==> src/rtl/clockdiv_frac_if.sv <==
// Control/status bundle for clockdiv_frac: channel enables, increment write port, per-channel outputs.
// master: channel enables and increment writes out, pending/divided-clock/pulse status in.
// slave:  the generator's view of the same signals, with the directions reversed.
interface clockdiv_frac_if #(
  parameter int NUM_CH = 4,
  parameter int ACC_W  = 24
);
  localparam int WR_W = (NUM_CH > 1) ? $clog2(NUM_CH) : 1;

  logic [NUM_CH-1:0] ch_en;
  logic              wr_en;
  logic [WR_W-1:0]   wr_ch;
  logic [ACC_W-1:0]  wr_inc;
  logic [NUM_CH-1:0] inc_pend;
  logic [NUM_CH-1:0] clk_div;
  logic [NUM_CH-1:0] ce;

  modport master (output ch_en, wr_en, wr_ch, wr_inc, input inc_pend, clk_div, ce);
  modport slave  (input ch_en, wr_en, wr_ch, wr_inc, output inc_pend, clk_div, ce);
endinterface

==> src/rtl/clockdiv_frac.sv <==
// Multi-channel fractional clock generator built from phase accumulators.
// Latency: registered outputs that reflect the addition made on the same edge (ch_en high at edge 0 -> first add at edge 0).
// Backpressure: none. Writes are always accepted, and rate changes wait for a wrap or a stopped channel.
// Ports: clk_src / reset_n (sync, active-low) plus bus (slave): ch_en, wr_en/wr_ch/wr_inc in;
//        inc_pend, clk_div (accumulator MSB), ce (one pulse per wrap) out.
module clockdiv_frac #(
  parameter int          NUM_CH  = 4,
  parameter int          ACC_W   = 24,
  parameter int unsigned INC_RST = 480437
) (
  input  logic           clk_src,
  input  logic           reset_n,
  clockdiv_frac_if.slave bus
);
  localparam int WR_W = (NUM_CH > 1) ? $clog2(NUM_CH) : 1;
  // Largest legal increment (half scale). It gives a clk_src/2 output.
  localparam logic [ACC_W-1:0] HALF = {1'b1, {(ACC_W-1){1'b0}}};

  logic [ACC_W-1:0]  acc_q [NUM_CH];
  logic [ACC_W-1:0]  acc_d [NUM_CH];
  logic [ACC_W-1:0]  inc_q [NUM_CH];
  logic [ACC_W-1:0]  inc_d [NUM_CH];
  logic [ACC_W-1:0]  shd_q [NUM_CH];
  logic [ACC_W-1:0]  shd_d [NUM_CH];
  logic [ACC_W:0]    sum   [NUM_CH];
  logic [NUM_CH-1:0] pend_q, pend_d;
  logic [NUM_CH-1:0] div_q, div_d;
  logic [NUM_CH-1:0] ce_q, ce_d;
  logic [ACC_W-1:0]  wr_clamped;

  assign wr_clamped = (bus.wr_inc > HALF) ? HALF : bus.wr_inc;

  for (genvar g = 0; g < NUM_CH; g++) begin : g_sum
    assign sum[g] = {1'b0, acc_q[g]} + {1'b0, inc_q[g]};
  end

  always_comb begin
    for (int i = 0; i < NUM_CH; i++) begin
      acc_d[i]  = '0;
      inc_d[i]  = inc_q[i];
      shd_d[i]  = shd_q[i];
      pend_d[i] = pend_q[i];
      div_d[i]  = 1'b0;
      ce_d[i]   = 1'b0;

      // A stopped channel is held at phase zero, so channels enabled together stay aligned.
      if (bus.ch_en[i]) begin
        acc_d[i] = sum[i][ACC_W-1:0];
        ce_d[i]  = sum[i][ACC_W];
        div_d[i] = sum[i][ACC_W-1];
      end

      // Swap the rate only at a period boundary (or while idle) so no runt pulse appears.
      if (pend_q[i] && (!bus.ch_en[i] || sum[i][ACC_W])) begin
        inc_d[i]  = shd_q[i];
        pend_d[i] = 1'b0;
      end

      // A write on the apply edge wins the pending flag. The value it displaces has already been applied.
      if (bus.wr_en && (bus.wr_ch == WR_W'(i))) begin
        shd_d[i]  = wr_clamped;
        pend_d[i] = 1'b1;
      end
    end
  end

  always_ff @(posedge clk_src) begin
    if (!reset_n) begin
      for (int i = 0; i < NUM_CH; i++) begin
        acc_q[i] <= '0;
        inc_q[i] <= ACC_W'(INC_RST);
        shd_q[i] <= ACC_W'(INC_RST);
      end
      pend_q <= '0;
      div_q  <= '0;
      ce_q   <= '0;
    end else begin
      for (int i = 0; i < NUM_CH; i++) begin
        acc_q[i] <= acc_d[i];
        inc_q[i] <= inc_d[i];
        shd_q[i] <= shd_d[i];
      end
      pend_q <= pend_d;
      div_q  <= div_d;
      ce_q   <= ce_d;
    end
  end

  assign bus.inc_pend = pend_q;
  assign bus.clk_div  = div_q;
  assign bus.ce       = ce_q;
endmodule

==> src/flat_wrapper.sv <==
// flat-port wrapper written by rule: the top's interface ports become plain ports
module clockdiv_frac_flat 
#(
  parameter int          NUM_CH  = 4,
  parameter int          ACC_W   = 24,
  parameter int unsigned INC_RST = 480437
)
  (clk_src, reset_n, bus_ch_en, bus_wr_en, bus_wr_ch, bus_wr_inc, bus_inc_pend, bus_clk_div, bus_ce);
  clockdiv_frac_if #(.NUM_CH(NUM_CH), .ACC_W(ACC_W)) bus_i ();
  input  logic clk_src;
  input  logic reset_n;
  input wire logic [$bits(bus_i.ch_en)-1:0] bus_ch_en;
  input wire logic [$bits(bus_i.wr_en)-1:0] bus_wr_en;
  input wire logic [$bits(bus_i.wr_ch)-1:0] bus_wr_ch;
  input wire logic [$bits(bus_i.wr_inc)-1:0] bus_wr_inc;
  output wire logic [$bits(bus_i.inc_pend)-1:0] bus_inc_pend;
  output wire logic [$bits(bus_i.clk_div)-1:0] bus_clk_div;
  output wire logic [$bits(bus_i.ce)-1:0] bus_ce;
  assign bus_i.ch_en = bus_ch_en;
  assign bus_i.wr_en = bus_wr_en;
  assign bus_i.wr_ch = bus_wr_ch;
  assign bus_i.wr_inc = bus_wr_inc;
  assign bus_inc_pend = bus_i.inc_pend;
  assign bus_clk_div = bus_i.clk_div;
  assign bus_ce = bus_i.ce;
  clockdiv_frac #(.NUM_CH(NUM_CH), .ACC_W(ACC_W), .INC_RST(INC_RST)) u_core (.clk_src(clk_src), .reset_n(reset_n), .bus(bus_i));
endmodule
==> config.mk <==
export PLATFORM = sky130hd
export DESIGN_NAME = clockdiv_frac_flat
export DESIGN_NICKNAME = d
export VERILOG_FILES = /design/src/rtl/clockdiv_frac_if.sv /design/src/rtl/clockdiv_frac.sv /design/src/flat_wrapper.sv
export SDC_FILE = /design/constraint.sdc
export NUM_CORES = 1
export LEC_CHECK = 0
export CAP_MARGIN = 0
export CORE_AREA = 2 2 164 150
export CTS_CLUSTER_DIAMETER = 80
export DETAILED_ROUTE_END_ITERATION = 12
export DIE_AREA = 0 0 166 152
export PLACE_DENSITY_LB_ADDON = 0.25
export SYNTH_ARGS = -nofsm -noshare
export SYNTH_HDL_FRONTEND = slang
export SYNTH_SLANG_ARGS = --single-unit
==> constraint.sdc <==
create_clock -name clk_src -period 3.3 [get_ports clk_src]
set_input_delay 0.495 -clock clk_src [delete_from_list [all_inputs] [get_ports clk_src]]
set_output_delay 0.495 -clock clk_src [all_outputs]
set_load 0.05 [all_outputs]
Word level (Yosys, flattened, before mapping)
Memories as Yosys holds them, arrays and structs flattened.
Cells that the tools add are included.
{ "totals": {"ff_bits": 12, "mem_bits_rw": 288, "in_bits": 33, "out_inout_bits": 12, "elab_cells": 95, "memories": 3} }
{ "op_classes": {"add_sub_neg": 4, "magnitude_cmp": 1, "n_eq_ne": 3, "muxes": 35, "bitwise_logic": 12, "reduce_logical": 25} }
{ "memory_table": {"columns": ["memory", "words", "width", "read_ports", "rd_ports_with_merged_regs", "wr", "line", "rtl"], "rows": [
  ["u_core.acc_q", 4, 24, 4, 0, 4, "clockdiv_frac.sv:19", "logic [ACC_W-1:0] acc_q [NUM_CH];"],
  ["u_core.inc_q", 4, 24, 4, 0, 4, "clockdiv_frac.sv:21", "logic [ACC_W-1:0] inc_q [NUM_CH];"],
  ["u_core.shd_q", 4, 24, 4, 0, 4, "clockdiv_frac.sv:23", "logic [ACC_W-1:0] shd_q [NUM_CH];"]
]} }
{ "op_table": {"columns": ["operator", "count"], "rows": [
  ["$mux 24", 25],
  ["$add 24x24->25", 4],
  ["$gt 24x24->1 const B", 1],
  ["$or 1x1->1", 12],
  ["$mux 1", 10],
  ["$logic_and 1x1->1", 8],
  ["$reduce_and 2->1", 4],
  ["$reduce_bool 2->1", 4],
  ["$eq 2x2->1 const B", 2],
  ["$logic_not 1->1", 4],
  ["$logic_or 1x1->1", 4],
  ["$eq 2x1->1 const B", 1],
  ["$logic_not 2->1", 1]
]} }

Logic depth before layout (Yosys ltp)
Gate-level depths: netlist (run 1).
{ "depth": {"depth_word": 5, "ltp_mapped": 12, "depth_no_buf": 10} }

Worst setup path before layout (run 1)
OpenSTA, ideal clock, no wires.
{ "synth_timing": {"kind": "flip-flop to flip-flop", "from": "memory u_core.acc_q[1][0] (netlist: u_core.acc_q[0][24])", "to": "memory u_core.inc_q[1][14] (netlist: u_core.inc_q[0][38])", "setup_time_ns": 0.129, "t_arrival_ns": 2.560, "t_required_ns": 3.171, "slack_ns": 0.611, "stages_incl_launch_ff": 13, "n_path_buf": 2, "synth_period_minus_slack_ns": 2.689, "path_cell_list": "dfxtp_1 ha_1 fa_1 a211o_1 a211o_1 nand4_1 nand4_2 a41oi_2 a21boi_1 buf_6 buf_8 mux2i_1 nand2_1"} }
{ "synth_rtl": {"columns": ["item", "line"], "rows": [
  ["start, declared", "clockdiv_frac.sv:19"],
  ["end, declared", "clockdiv_frac.sv:21"]
]} }

==> results of run 1 <==
through the flow:
step,setup slack [ns],std cells,power [W],hold WS [ns],cell area [µm²]
6_report,0.379,1983,0.00793,0.286,16000
5_1_grt,0.134,1983,0.00821,0.305,16000
4_1_cts,0.377,1983,0.00797,0.283,16000
3_5_place_dp,0.400,1928,0.00458,0.449,15000
3_3_place_gp,0.481,1928,0.00456,0.441,15000
2_1_floorplan,0.611,1651,0.00437,0.436,14400
power breakdown:
part	internal [W]	total (W)	switching [W]	leakage (nW)
Combinational	0.000317	0.000791	0.000475	4.02
Sequential	0.00368	0.00372	0.0000467	2.41
Clock	0.00199	0.00341	0.00142	0.475
critical path, cell delays in order, from the launching register on:
cell      delay [ns]
dfxtp_1         0.31
ha_1            0.20
fa_1            0.41
a21o_1          0.18
a21oi_1         0.26
o21ai_1         0.19
a311oi_1        0.33
nor2_1          0.13
o211ai_2        0.22
buf_12          0.23
mux2i_1         0.23
nand2_1         0.07
cell usage after synthesis (5+ instances only):
cell	count
nand3_1	61
clkbuf_1	66
o21ai_1	5
a211o_1	7
mux2i_1	57
nand4_1	17
o21a_1	18
buf_6	8
nand2b_1	10
a211oi_1	6
nor2b_1	21
inv_1	24
buf_4	8
xor2_1	31
and3_1	17
o21bai_1	17
a21boi_0	58
and2_1	12
a21o_1	49
or3_1	5
ha_1	96
nor4_1	9
xnor2_1	39
nand2_1	292
a31oi_1	7
nor2_1	107
a21oi_1	78
o21ai_0	74
nor3b_1	5
o31ai_1	7
o211ai_1	54
dfxtp_1	296
nor3_1	26
registers in the layout, indices dropped and copies added, names as in the netlist:
signal and cells:
u_core.inc_q 96, u_core.shd_q 96, u_core.acc_q 92, u_core.bus.ce 4, u_core.bus.clk_div 4, u_core.bus.inc_pend 4
kinds of logic (layout without fill, tap and decap cells):
| group | count (synthesis) | after routing | share of synthesized area (%) |
|---|---|---|---|
| multiplexers | 57 | 57 | 3.95 |
| adder cells (fa/ha/maj) | 100 | 100 | 8.88 |
| AO/OA/AOI/OAI | 418 | 418 | 19.7 |
| buffers and inverters | 112 | 136 | 3.65 |
| AND/OR/NAND/NOR | 598 | 598 | 18.5 |
| XOR/XNOR | 70 | 70 | 4.25 |
| flip-flops | 296 | 296 | 41.1 |
final timing paths:
path	start	endpoint
worst min register to register	u_core.shd_q[2][21]	u_core.inc_q[0][69]
worst max-delay path	u_core.inc_q[0][48]	u_core.inc_q[0][50]
worst min-delay path	reset_n	u_core.inc_q[0][72]
worst max register to register	u_core.inc_q[0][48]	u_core.inc_q[0][50]
area by class of cell:
class,count,share of cell area [%]
Multi-Input combinational cell,1243,50.0
Sequential cell,296,37.0
Clock buffer,43,5.44
Timing Repair Buffer,57,3.76
Tap cell,308,2.41
Clock inverter,12,0.789
Inverter,24,0.563
metal layers:
metal | up-vias | global-route usage, % | routed length, µm
met5 | - | 0 | 0
met4 | 0 | 6.63 | 774
met3 | 58 | 2.76 | 1430
met2 | 247 | 42.6 | 15300
met1 | 5478 | 35.7 | 15300
li1 | 5834 | - | -
==> summary.md, run 1 <==
| Metric | Value |
|---|---|
| Run status | finished, final reports clean |
| Mapped Cells | 1651 |
| Die Height | 152 µm |
| Post-synth cell types | 69 |
| Hold Path Depth | 2 |
| N_diodes | 0 |
| GR Overflow Total | 0 |
| Maximum clock rate | 0.342 GHz |
| Share of layout cells above drive strength 1 | 4.84% |
| Cell count of the worst reg-to-reg path | 11 |
| HPWL Detailed | 22.8 mm |
| GRT Util Overall | 25.6% |
| Most common cell after layout, fill and taps aside | dfxtp_1 |
| Die area | 25200 µm² |
| Pre-Repair DR Iteration Count | 6 |
| Area occupied by registers | 5930 µm² |
| Final core occ | 67.5% |
| Layout area overhead | 10.9% |
| Cts hold-fix bufs | 0 |
| Tmin final | 2.92 ns |
| WL/cell | 16.5 µm |
| Setup tns final | 0 ns |
| Post-route DRC | 0 |
| Post-synth EDFFs | 0 |
| VDD IR max | 0.432 mV |
| Worst R2R Setup Slack | 0.38 ns |
| Power density over cell area | 495 nW/µm² |
| Setup crit end kind | flop |
| Fillers | 1914 |
| Detail Route Antenna Nets | 0 |
| Fin. max-slew vios | 0 |
| Synth warnings | 0 |
| Cts bufs inserted | 30 |
| Post-Route WL | 32.8 mm |
| CTS tree | done |
| CP Class | flop to flop |
| Final #Nets | 1785 |
| Worst slew margin | 42.9% |
| Port bufs | 44 |
| DR vias | 11.6k |
| Largest cells by area after synthesis | dfxtp_1, ha_1, nand2_1 |
| Clk pin slew, worst setup/hold paths | 0.06 ns |
| CTS Root Cell | clkbuf_16 |
| Area occupied by multi-input gates | 8010 µm² |
| Final worst path period share | 88.5% |
| Synthesized area per cell | 8.74 µm² |
| IO Count | 45 |
| Critical Path RT | 3.70 ns |
| Hold Vio Cnt, Final | 0 |
| Mapped Area | 14400 µm² |
| Most frequent cells in the layout | dfxtp_1, nand2_1, nor2_1 |
| CP Launch Type | flop |
| First-pass GRT wire length | 54.4 mm |
| CORE AREA | 23700 µm² |
| Largest area contributor in the netlist | dfxtp_1 |
| # H-tree levels | 1 |
| Ys async rst share | 0% |
| Vias in the first global route | 11.0k |
| Initial Util | 60.9% |
| CTS sink cnt | 296 |
| Worst skew pair latency | 0.56 ns |
| WP data arrival | 3.32 ns |
| Skew final | 0.0149 ns |
| Drt via density | 5.86 |
| Gpl congestion | 0.883 |
| Share of the synthesized area in the top cell type | 41.1% |
| Slew of the pin with the lowest slew margin | 0.854 ns |
| Initial antenna violation count | 0 |
| RSZ-0062 raised after global routing | no |
| CTS Buffer Depth | 3 |
| Count of final setup violators | 0 |
| Number of setup buffers added after CTS | 0 |
| Static Leak | 6.91 nW |
| Synth Flop Type | dfxtp_1 |
| Post-CTS Resized | 0 |
| Critical path fanouts, max | 37 |
| Die W | 166 µm |
| Worst min-delay path category | primary input to flop |
| Synthesized flop and latch total | 296 |
| Max Cap Viol | 0 |
| Largest net degree at the start of global routing | 112 |
| Initial drt markers | 934 |
| Post-synthesis sequential area ratio | 41.1% |
| Cell Rows | 54 |
| Synthesized Nets | 1784 |
Power figures use the tool's default switching activity.
==> inputs of run 2 (changes only) <==
- clock period: 3.3 -> 3.35 ns (I/O delays scaled with it)
==> run 2 against run 1 <==
Effect of this change:
- via count increased by 0.76%
- clock skew shrank 0.0025 ns
- worst hold slack worse by 0.037 ns
- largest power group unchanged
- critical path type unchanged
- sequential share of layout area barely moved
- sequential power is 1% lower
- combinational power shrank 1%
- highest routed layer unchanged
- flip-flop and latch count unchanged
- critical endpoint is now u_core.inc_q[0][41]
- register-to-register slack worse by 0.10 ns
- total power down 0.49%
- clock power about the same
- setup slack worse by 0.10 ns
- clock-buffer cell count fell by 1
==> summary.md, run 2 (synthesized netlist as in run 1, its figures left out) <==
| Metric | Value |
|---|---|
| CTS sink cnt | 296 |
| Pre-Repair DR Iteration Count | 5 |
| Die Height | 152 µm |
| CTS tree | done |
| Initial antenna violation count | 0 |
| Fin. max-slew vios | 0 |
| N_diodes | 0 |
| Internal Power | 0.00594 W |
| First-pass GRT wire length | 54.8 mm |
| Most common cell after layout, fill and taps aside | dfxtp_1 |
| Tmin final | 3.07 ns |
| Layout area overhead | 11.0% |
| Max Cap Viol | 0 |
| Port bufs | 44 |
| Clk pin slew, worst setup/hold paths | 0.06 ns |
| Initial Util | 60.9% |
| WL/cell | 16.7 µm |
| Count of final setup violators | 0 |
| Setup crit end kind | flop |
| Clock power frac | 43.6% |
| Most frequent cells in the layout | dfxtp_1, nand2_1, nor2_1 |
| Critical Path RT | 3.75 ns |
| Slew of the pin with the lowest slew margin | 0.901 ns |
| Switch Pwr | 0.00195 W |
| Number of setup buffers added after CTS | 0 |
| Vias in the first global route | 11.1k |
| Design Power | 0.00789 W |
| Post-CTS Resized | 0 |
| Critical path fanouts, max | 19 |
| Flop pwr share | 46.5% |
| CP Launch Type | flop |
| Worst min-delay path category | primary input to flop |
| Final #Nets | 1786 |
| Die W | 166 µm |
| Switching share of power | 24.7% |
| Worst skew pair latency | 0.56 ns |
| Maximum clock rate | 0.325 GHz |
| Static Leak | 6.93 nW |
| Top Registers | u_core.inc_q (96), u_core.shd_q (96), u_core.acc_q (92) |
| Initial drt markers | 956 |
| CORE AREA | 23700 µm² |
| Cts hold-fix bufs | 0 |
| Share of layout cells above drive strength 1 | 5.07% |
| RSZ-0062 raised after global routing | no |
| Worst slew margin | 39.8% |
| Detail Route Antenna Nets | 0 |
| Fillers | 1922 |
| Post-route DRC | 0 |
| CP Class | flop to flop |
| Skew final | 0.0124 ns |
| Drt via density | 5.90 |
| Setup tns final | 0 ns |
| Die area | 25200 µm² |
| Hold Vio Cnt, Final | 0 |
| DR vias | 11.7k |
| WP data arrival | 3.47 ns |
| Post-Route WL | 33.1 mm |
| Power density over cell area | 492 nW/µm² |
| CTS Root Cell | clkbuf_16 |
| Cts bufs inserted | 30 |
| Largest net degree at the start of global routing | 93 |
| Logic pwr share | 9.9% |
| CTS Buffer Depth | 3 |
| Final worst path period share | 91.7% |
| VDD IR max | 0.413 mV |
| Gpl congestion | 0.917 |
| HPWL Detailed | 22.7 mm |
| Run status | finished, final reports clean |
| IO Count | 45 |
| Hold Slack | 0.249 ns |
| GR Overflow Total | 0 |
| # H-tree levels | 1 |
| Cell Rows | 54 |
| GRT Util Overall | 25.8% |
[run 2: cell types whose count changed in the layout (fill, tap and decap cells not counted), sizes merged]
| cell | before | now |
|---|---|---|
| clkinvlp | 5 | 2 |
| a21boi | 59 | 60 |
| clkinv | 5 | 8 |
| inv | 24 | 25 |
| clkbuf | 43 | 42 |
[run 2: per-layer routing]
metal / vias up / wire, µm / global-route usage [%] / share of wire (%)
li1: 5845 / - / - / -
met1: 5534 / 15300 / 35.2 / 46
met2: 265 / 15000 / 42.4 / 45
met3: 61 / 1900 / 3.83 / 5.7
met4: 0 / 903 / 7.74 / 2.7
met5: - / 0 / 0 / 0
[run 2: final timing paths]
check	to	start	cells past startpoint	slack (ns)
max	u_core.inc_q[0][41]	u_core.inc_q[0][24]	10	0.28
min	u_core.inc_q[0][72]	reset_n	2	0.25
max reg2reg	u_core.inc_q[0][41]	u_core.inc_q[0][24]	10	0.28
min reg2reg	u_core.inc_q[0][81]	u_core.shd_q[3][9]	2	0.45
[run 2: worst max-delay path, stage by stage (launching register included)]
cell and delay, ns:
dfxtp_1 0.32, ha_1 0.21, fa_1 0.49, a211o_1 0.30
a211o_1 0.34, nand4_1 0.13, nand4_2 0.16, a41oi_2 0.39
a21boi_4 0.27, mux2i_1 0.23, nand2_1 0.07
[run 2: power groups by stage]
stage	Sequential, W	Combinational (W)	Clock, W
2_1_floorplan	0.00374	0.000570	0
3_3_place_gp	0.00374	0.000748	0
3_5_place_dp	0.00375	0.000765	0
4_1_cts	0.00367	0.000772	0.00349
5_1_grt	0.00368	0.000863	0.00363
6_report	0.00367	0.000781	0.00344
[run 2: stage by stage]
step	utilization [%]	setup WS [ns]	instances	instance area [µm²]
after global placement	63.2	0.287	1928	15000
after floorplan	-	0.661	1651	14400
after detailed placement	63.2	0.217	1928	15000
final	67.6	0.277	1984	16000
after global routing	67.6	0.103	1984	16000
after CTS	67.5	0.182	1983	16000
[run 2: final cells by class]
type / count / area (µm²) / share of cell area [%]
flip-flops and latches: 296 / 5930 / 37.0
clock buffers: 42 / 887 / 5.54
multi-input cells: 1244 / 8020 / 50.0
repair buffers: 57 / 577 / 3.60
well taps: 308 / 385 / 2.40
inverters: 24 / 90.1 / 0.562
clock inverters: 13 / 141 / 0.882
==> inputs of run 3 (changes only) <==
- CAP_MARGIN: 0 -> 10
==> results of run 3 <==
Final layout, timing and power as in run 2 (identical DEF).
